File: src/rtl/cc_display_scanner.sv
// Two-digit hex display scan controller: prescaled digit multiplexing with a
// double-buffered value that only swaps in on a scan-frame boundary.
module cc_display_scanner #(
  parameter int DATAWIDTH_VALUE             = 8,
  parameter int DATAWIDTH_DECODER_SELECTION = 2,
  parameter int DATAWIDTH_NIBBLE            = 4,
  parameter int PRESCALER_MAX               = 50000,
  parameter int PRESCALER_WIDTH             = 16
) (
  input  logic                                   CC_DISPLAY_SCANNER_CLOCK_50,
  input  logic                                   CC_DISPLAY_SCANNER_RESET_InLow,
  input  logic [DATAWIDTH_VALUE-1:0]             CC_DISPLAY_SCANNER_value_InBUS,
  input  logic                                   CC_DISPLAY_SCANNER_load_In,
  input  logic                                   CC_DISPLAY_SCANNER_enable_In,
  input  logic                                   CC_DISPLAY_SCANNER_blankzero_In,
  output logic [DATAWIDTH_DECODER_SELECTION-1:0] CC_DISPLAY_SCANNER_selection_OutBUS,
  output logic [DATAWIDTH_NIBBLE-1:0]            CC_DISPLAY_SCANNER_nibble_OutBUS,
  output logic                                   CC_DISPLAY_SCANNER_loadack_Out,
  output logic                                   CC_DISPLAY_SCANNER_pending_Out
);
  typedef enum logic {DIGIT0 = 1'b0, DIGIT1 = 1'b1} state_t;

  localparam logic [PRESCALER_WIDTH-1:0] CNT_LAST = PRESCALER_WIDTH'(PRESCALER_MAX - 1);
  localparam logic [DATAWIDTH_DECODER_SELECTION-1:0] SEL_D0  = '0;
  localparam logic [DATAWIDTH_DECODER_SELECTION-1:0] SEL_D1  = DATAWIDTH_DECODER_SELECTION'(1);
  localparam logic [DATAWIDTH_DECODER_SELECTION-1:0] SEL_OFF = '1;

  logic [PRESCALER_WIDTH-1:0]             count_q, count_d;
  state_t                                 state_q, state_d;
  logic                                   run_q, run_d;
  logic [DATAWIDTH_VALUE-1:0]             shown_q, shown_d;
  logic [DATAWIDTH_VALUE-1:0]             pend_q, pend_d;
  logic                                   flag_q, flag_d;
  logic [DATAWIDTH_DECODER_SELECTION-1:0] sel_q, sel_d;
  logic [DATAWIDTH_NIBBLE-1:0]            nib_q, nib_d;
  logic                                   ack_q, ack_d;
  logic                                   tick;
  logic [DATAWIDTH_NIBBLE-1:0]            hi_nib;

  always_comb begin
    count_d = count_q;
    state_d = state_q;
    run_d   = run_q;
    shown_d = shown_q;
    pend_d  = pend_q;
    flag_d  = flag_q;
    ack_d   = 1'b0;
    tick    = 1'b0;

    if (!CC_DISPLAY_SCANNER_enable_In) begin
      // Blanked: nothing visible can tear, so a pending value swaps in at once.
      count_d = '0;
      state_d = DIGIT0;
      run_d   = 1'b0;
      if (flag_q) begin
        shown_d = pend_q;
        flag_d  = 1'b0;
        ack_d   = 1'b1;
      end
    end else if (!run_q) begin
      // First enabled edge opens a full-length DIGIT0 dwell.
      run_d   = 1'b1;
      count_d = '0;
      state_d = DIGIT0;
    end else begin
      tick    = (count_q == CNT_LAST);
      count_d = tick ? '0 : count_q + PRESCALER_WIDTH'(1);
      if (tick) begin
        state_d = (state_q == DIGIT0) ? DIGIT1 : DIGIT0;
        if (state_q == DIGIT1 && flag_q) begin
          shown_d = pend_q;
          flag_d  = 1'b0;
          ack_d   = 1'b1;
        end
      end
    end

    // A same-edge load lands in pending after any transfer of the older value.
    if (CC_DISPLAY_SCANNER_load_In) begin
      pend_d = CC_DISPLAY_SCANNER_value_InBUS;
      flag_d = 1'b1;
    end

    hi_nib = shown_d[2*DATAWIDTH_NIBBLE-1:DATAWIDTH_NIBBLE];
    if (!CC_DISPLAY_SCANNER_enable_In) begin
      sel_d = SEL_OFF;
      nib_d = '0;
    end else if (state_d == DIGIT0) begin
      sel_d = SEL_D0;
      nib_d = shown_d[DATAWIDTH_NIBBLE-1:0];
    end else if (CC_DISPLAY_SCANNER_blankzero_In && hi_nib == '0) begin
      sel_d = SEL_OFF;
      nib_d = '0;
    end else begin
      sel_d = SEL_D1;
      nib_d = hi_nib;
    end
  end

  always_ff @(posedge CC_DISPLAY_SCANNER_CLOCK_50 or negedge CC_DISPLAY_SCANNER_RESET_InLow) begin
    if (!CC_DISPLAY_SCANNER_RESET_InLow) begin
      count_q <= '0;
      state_q <= DIGIT0;
      run_q   <= 1'b0;
      shown_q <= '0;
      pend_q  <= '0;
      flag_q  <= 1'b0;
      sel_q   <= SEL_OFF;
      nib_q   <= '0;
      ack_q   <= 1'b0;
    end else begin
      count_q <= count_d;
      state_q <= state_d;
      run_q   <= run_d;
      shown_q <= shown_d;
      pend_q  <= pend_d;
      flag_q  <= flag_d;
      sel_q   <= sel_d;
      nib_q   <= nib_d;
      ack_q   <= ack_d;
    end
  end

  assign CC_DISPLAY_SCANNER_selection_OutBUS = sel_q;
  assign CC_DISPLAY_SCANNER_nibble_OutBUS    = nib_q;
  assign CC_DISPLAY_SCANNER_loadack_Out      = ack_q;
  assign CC_DISPLAY_SCANNER_pending_Out      = flag_q;

endmodule

File: config.mk
export PLATFORM = sky130hd
export DESIGN_NAME = cc_display_scanner
export DESIGN_NICKNAME = d
export VERILOG_FILES = /design/src/rtl/cc_display_scanner.sv
export SDC_FILE = /design/constraint.sdc
export NUM_CORES = 1
export LEC_CHECK = 0
export ABC_AREA = 0
export CORE_MARGIN = 2
export CORE_UTILIZATION = 45
export CTS_CLUSTER_DIAMETER = 50
export DETAILED_ROUTE_END_ITERATION = 10
export PLACE_DENSITY = 0.66
export SLEW_MARGIN = 25
export SYNTH_ARGS = -nofsm -noshare
export SYNTH_HDL_FRONTEND = slang
export SYNTH_SLANG_ARGS = --single-unit
File: constraint.sdc
create_clock -name CC_DISPLAY_SCANNER_CLOCK_50 -period 2.19 [get_ports CC_DISPLAY_SCANNER_CLOCK_50]
set_input_delay 0.438 -clock CC_DISPLAY_SCANNER_CLOCK_50 [delete_from_list [all_inputs] [get_ports CC_DISPLAY_SCANNER_CLOCK_50]]
set_output_delay 0.438 -clock CC_DISPLAY_SCANNER_CLOCK_50 [all_outputs]
set_load 0.005 [all_outputs]
* Yosys cells after proc, flatten, opt, wreduce, memory -nomap -nowiden
Cells that the tools add are included.
** Cells by class
- Add/sub/neg operators :: 1
- Reduce and logical (&&, ||, !) cells :: 4
- Equal/unequal tests :: 4
- Muxes and demuxes :: 29
** Operators with widths (count)
- two-way mux 16 bit :: 3
- two-way mux 8 bit :: 5
- adder 16 x 1 -> 16 bit (second input constant) :: 1
- == test 16 bit (second input constant) :: 1
- two-way mux 1 bit :: 15
- two-way mux 4 bit :: 3
- inequality test 3 x 2 -> 1 bit (second input constant) :: 3
- two-way mux 2 bit :: 3
- logical NOT 4 bit :: 1
- AND reduction 3 bit :: 1
- logical AND 1 bit :: 2
** Storage, ports and cells
- Register bits after elaboration :: 42
- Word-level logic and storage cells :: 47

* Logic depth before layout (Yosys ltp)
- Word-level depth :: 10
- Mapped depth :: 7

* Worst setup path before layout
Ideal clock, no wire load.
- Path type :: reg-to-reg
- Start :: register count_q[0]
- End :: register nib_q[2], in the netlist CC_DISPLAY_SCANNER_nibble_OutBUS[2]
- Arrival time :: 1.775 ns
- Slack :: 0.295 ns
- Clock period less this slack :: 1.895 ns
- Stages on the path, launching flop included :: 8
- Buffers on the path :: 1
- Cell sequence :: dfrtp_1 -> ha_1 -> and3_2 -> nand4_2 -> o22ai_2 -> buf_6 -> mux2_2 -> o21ba_2
** Between the ends
- Elaborated cells between the ends (all ways) :: 12
- Classes of those cells :: eq/ne: 1; mux: 9; reduce/logical: 2
** RTL lines
- from (decl) :: line 28 : logic [PRESCALER_WIDTH-1:0] count_q, count_d;
- from (signal assigned) :: line 112 : count_q <= count_d;
- == test 16 bit :: line 66 : tick = (count_q == CNT_LAST);
- two-way mux 8 bit :: line 68 : if (tick) begin
- two-way mux 8 bit :: line 60 : end else if (!run_q) begin
- two-way mux 8 bit :: line 50 : if (!CC_DISPLAY_SCANNER_enable_In) begin
- net shown_d[2] :: line 31 : logic [DATAWIDTH_VALUE-1:0] shown_q, shown_d;
- two-way mux 4 bit :: line 88 : end else if (state_d == DIGIT0) begin
- two-way mux 4 bit :: line 85 : if (!CC_DISPLAY_SCANNER_enable_In) begin
- net nib_d[2] :: line 35 : logic [DATAWIDTH_NIBBLE-1:0] nib_q, nib_d;
- to (signal assigned) :: line 119 : nib_q <= nib_d;
- to (decl) :: line 35
The timed path passes the listed nets, and every way through them passes these cells.
A chain may end at the register's enable or synchronous reset.

* Worst setup path after layout
- Start :: register count_q[0]
- End :: register nib_q[3], in the netlist CC_DISPLAY_SCANNER_nibble_OutBUS[3]
** Between the ends
- Cells in the longest elaborated chain, start to end :: 9
- Elaborated cells between the ends (all ways) :: 12
- Classes of those cells :: eq/ne: 1; mux: 9; reduce/logical: 2
** RTL lines
- == test 16 bit * :: line 66
- two-way mux 8 bit :: line 68
- two-way mux 8 bit :: line 60
- two-way mux 8 bit :: line 50
- logical NOT 4 bit :: line 91 : end else if (CC_DISPLAY_SCANNER_blankzero_In && hi_nib == '0) begin
- logical AND 1 bit :: line 91
- two-way mux 4 bit :: line 91
- two-way mux 4 bit * :: line 88
- two-way mux 4 bit * :: line 85
- net nib_d[3] :: line 35
The timed path passes the listed nets; every way through them passes the cells marked *.

==> impl_metrics.tcl <==
set metrics [dict create \
    synthAdderAreaFrac 0.00690 \
    status "finished, final reports clean" \
    slew_viol_final 0 \
    antenna_found_initial 0 \
    post-dp-hpwl_um 2270 \
    ir_drop_mv 0.471 \
    drt-initial-drc-count 72 \
    fin_worst_skew_ns 0.00546 \
    grt_overflow 0 \
    routedWlPerCell_um 14.1 \
    port_buffers 20 \
    finalWeightedCongestion 0.757 \
    syn_area_um2 1810 \
    vias_per_cell 5.02 \
    fp.dieW_um 67.5 \
    cts_hold_buf 0 \
    min_path_type "in2async" \
    dp_cells 221 \
    pin_count 21 \
    num-nets-final 194 \
    synth_top_family_by_area "simple AND/OR/NAND/NOR gates" \
    drtPass1Iterations 4 \
    fin_crit_sh 0.939 \
    synth_compound_area_frac 0.0490 \
    max_freq_ghz 0.486 \
    ys_warn_count 0 \
    setup_viol 0 \
    grt_pass1_wl_um 5490 \
    clock_path_buffers 2 \
    tns_ns 0 \
    clkSinkCount 42 \
    syn_nets 165 \
    core.rowCount 23 \
    h-tree-depth 2 \
    synth_mux_area_frac 0.108 \
    cts-root-buf "clkbuf_8" \
    cts_tree "built" \
    die_h_um 67.5 \
    areaGrowthSynthToFinish_pct 22.3 \
    p_leak_nw 0.965 \
    period_needed_ns 2.06 \
    arrival_ns 2.20 \
    synthXorXnorAreaFrac 0.0725 \
    synth_simple_gate_area_frac 0.152 \
    endpoint_kind "flip-flop" \
    clkLatencyLatePin_ns 0.30 \
    cts_buffers 5 \
    drc 0 \
    drive_above_1_share 0.210 \
    crit_type "reg2reg" \
    synthCells 151 \
    synth.distinct_cells 30 \
    ys_seq_area_frac 0.581 \
    max-cap-violations 0 \
    critical_path.max_fanout 6 \
    final_cell_count_no_fill 231 \
    grt_max_degree 43 \
    slew_headroom 0.651 \
    ys_ff_latch 42 \
    hold_viol_final 0 \
    ant_nets 0 \
    start_util 0.460 \
    route.vias.total 1160 \
    clkTransAtPathRegs_ns 0.08 \
    finalWirelength_um 3250 \
    coreArea_um2 3940 \
    avgSynthCellArea_um2 12.0 \
    worstMarginPinSlew_ns 0.518 \
    die_area_um2 4550 \
    grt_pass1_vias 1144 \
    antenna_cells 0 \
    startpoint_type "flip-flop" \
    p_per_area_nw_per_um2 742 \
    grtUsageTotal 0.168 \
    cp.required_ns 2.34 \
    rsz0062_at_grt "false" \
]
## cell type report
cell class,instances,area (um2)
Clock buffer,5,68.8
Inverter,9,33.8
Tap cell,50,62.6
Timing Repair Buffer,26,240
Multi-Input combinational cell,96,718
Clock inverter,3,40.0
Sequential cell,42,1050
Fill cell,329,1730
## repair_timing
action	4_1_cts	5_1_grt
buffers inserted	0	2
hold endpoints to repair	0	0
endpoints found under the setup margin	0	1
gates resized for setup	0	2
## worst paths after layout
kind	start	to	slack, ns	depth (start not counted)
min reg2reg	shown_q[3]	shown_q[3]	0.48	2
min in group CC_DISPLAY_SCANNER_CLOCK_50	shown_q[3]	shown_q[3]	0.48	2
max	count_q[0]	CC_DISPLAY_SCANNER_nibble_OutBUS[3]	0.13	6
max in group asynchronous	CC_DISPLAY_SCANNER_RESET_InLow	CC_DISPLAY_SCANNER_selection_OutBUS[1]	1.63	2
max reg2reg	count_q[0]	CC_DISPLAY_SCANNER_nibble_OutBUS[3]	0.13	6
min	CC_DISPLAY_SCANNER_RESET_InLow	pend_q[5]	0.20	2
## state kept, by name, summed over array words and instances, names as in the netlist
register,count
CC_DISPLAY_SCANNER_nibble_OutBUS,4
shown_q,8
run_q,1
pend_q,8
CC_DISPLAY_SCANNER_loadack_Out,1
CC_DISPLAY_SCANNER_selection_OutBUS,2
count_q,16
CC_DISPLAY_SCANNER_pending_Out,1
state_q,1
## cells by family after synthesis
logic type	count (synthesis)
AO/OA/AOI/OAI	10
XOR/XNOR	15
adder cells (fa/ha/maj)	1
buffers and inverters	13
flip-flops	42
multiplexers	18
AND/OR/NAND/NOR	52
## cell usage after synthesis (all sizes together)
library cell  instances  area, um2
and4bb                2       25.0
inv                   9       33.8
nand3                 9       45.0
clkbuf                3       11.3
o21ba                 2       20.0
xnor2                 7       61.3
xor2                  8       70.1
nor2                 25       93.8
mux2i                 6       60.1
dfrtp                40       1000
o22ai                 3       25.0
nor3                  2       10.0
o31ai                 2       15.0
nor4b                 1       23.8
nand4                 3       25.0
dfstp                 2       52.6
nand2b                1       6.26
o211ai                1       7.51
o41ai                 1       16.3
mux2                 12        135
o21ai                 1       5.00
nand2                 5       18.8
buf                   1       11.3
nand3b                1       7.51
and3                  3       20.0
ha                    1       12.5
## cell usage in the layout, fill, tap and decap left out, types with 2 or more instances in the layout
master	instances
nand2_1	5
nor2_1	25
mux2_2	12
dfstp_2	2
and3_1	2
clkinv_2	2
nor3_1	2
o21ba_2	2
dfrtp_1	40
nand3_1	9
buf_4	6
o31ai_1	2
clkdlybuf4s50_1	19
xnor2_1	7
inv_1	9
nand4_1	2
o22ai_1	2
xor2_1	7
clkbuf_8	5
mux2i_1	6
## routing by layer
| layer | global-route usage | share of wire | vias up |
|---|---|---|---|
| met2 | 0.249 | 0.47 | 19 |
| met5 | 0 | 0 | - |
| met4 | 0.0765 | 0.020 | 0 |
| met1 | 0.227 | 0.47 | 569 |
| li1 | - | - | 564 |
| met3 | 0.0500 | 0.041 | 8 |
## worst max-delay path, stage by stage (launching register included)
cell     delay, ns
dfrtp_1       0.40
ha_1          0.22
and3_2        0.23
nand4_2       0.19
xor2_2        0.24
o21ai_0       0.45
o22ai_1       0.17
## power by group
part	switching, W	internal [W]
combinational	0.0000767	0.000101
sequential	0.0000317	0.000836
clock	0.000265	0.000335
## per-stage QoR
step                 util  hold slack [ns]  cell area, um2  setup WS, ns  power, W
finish              0.562            0.201            2220         0.134   0.00165
global route        0.562            0.235            2220       0.00598   0.00172
CTS                 0.555            0.216            2190         0.166   0.00166
detailed placement  0.527            0.467            2080         0.193   0.00106
global placement    0.527            0.460            2080         0.295   0.00105
floorplan               -            0.142            1810         0.295  0.000967
No activity file was read; power rests on OpenSTA's default activity.
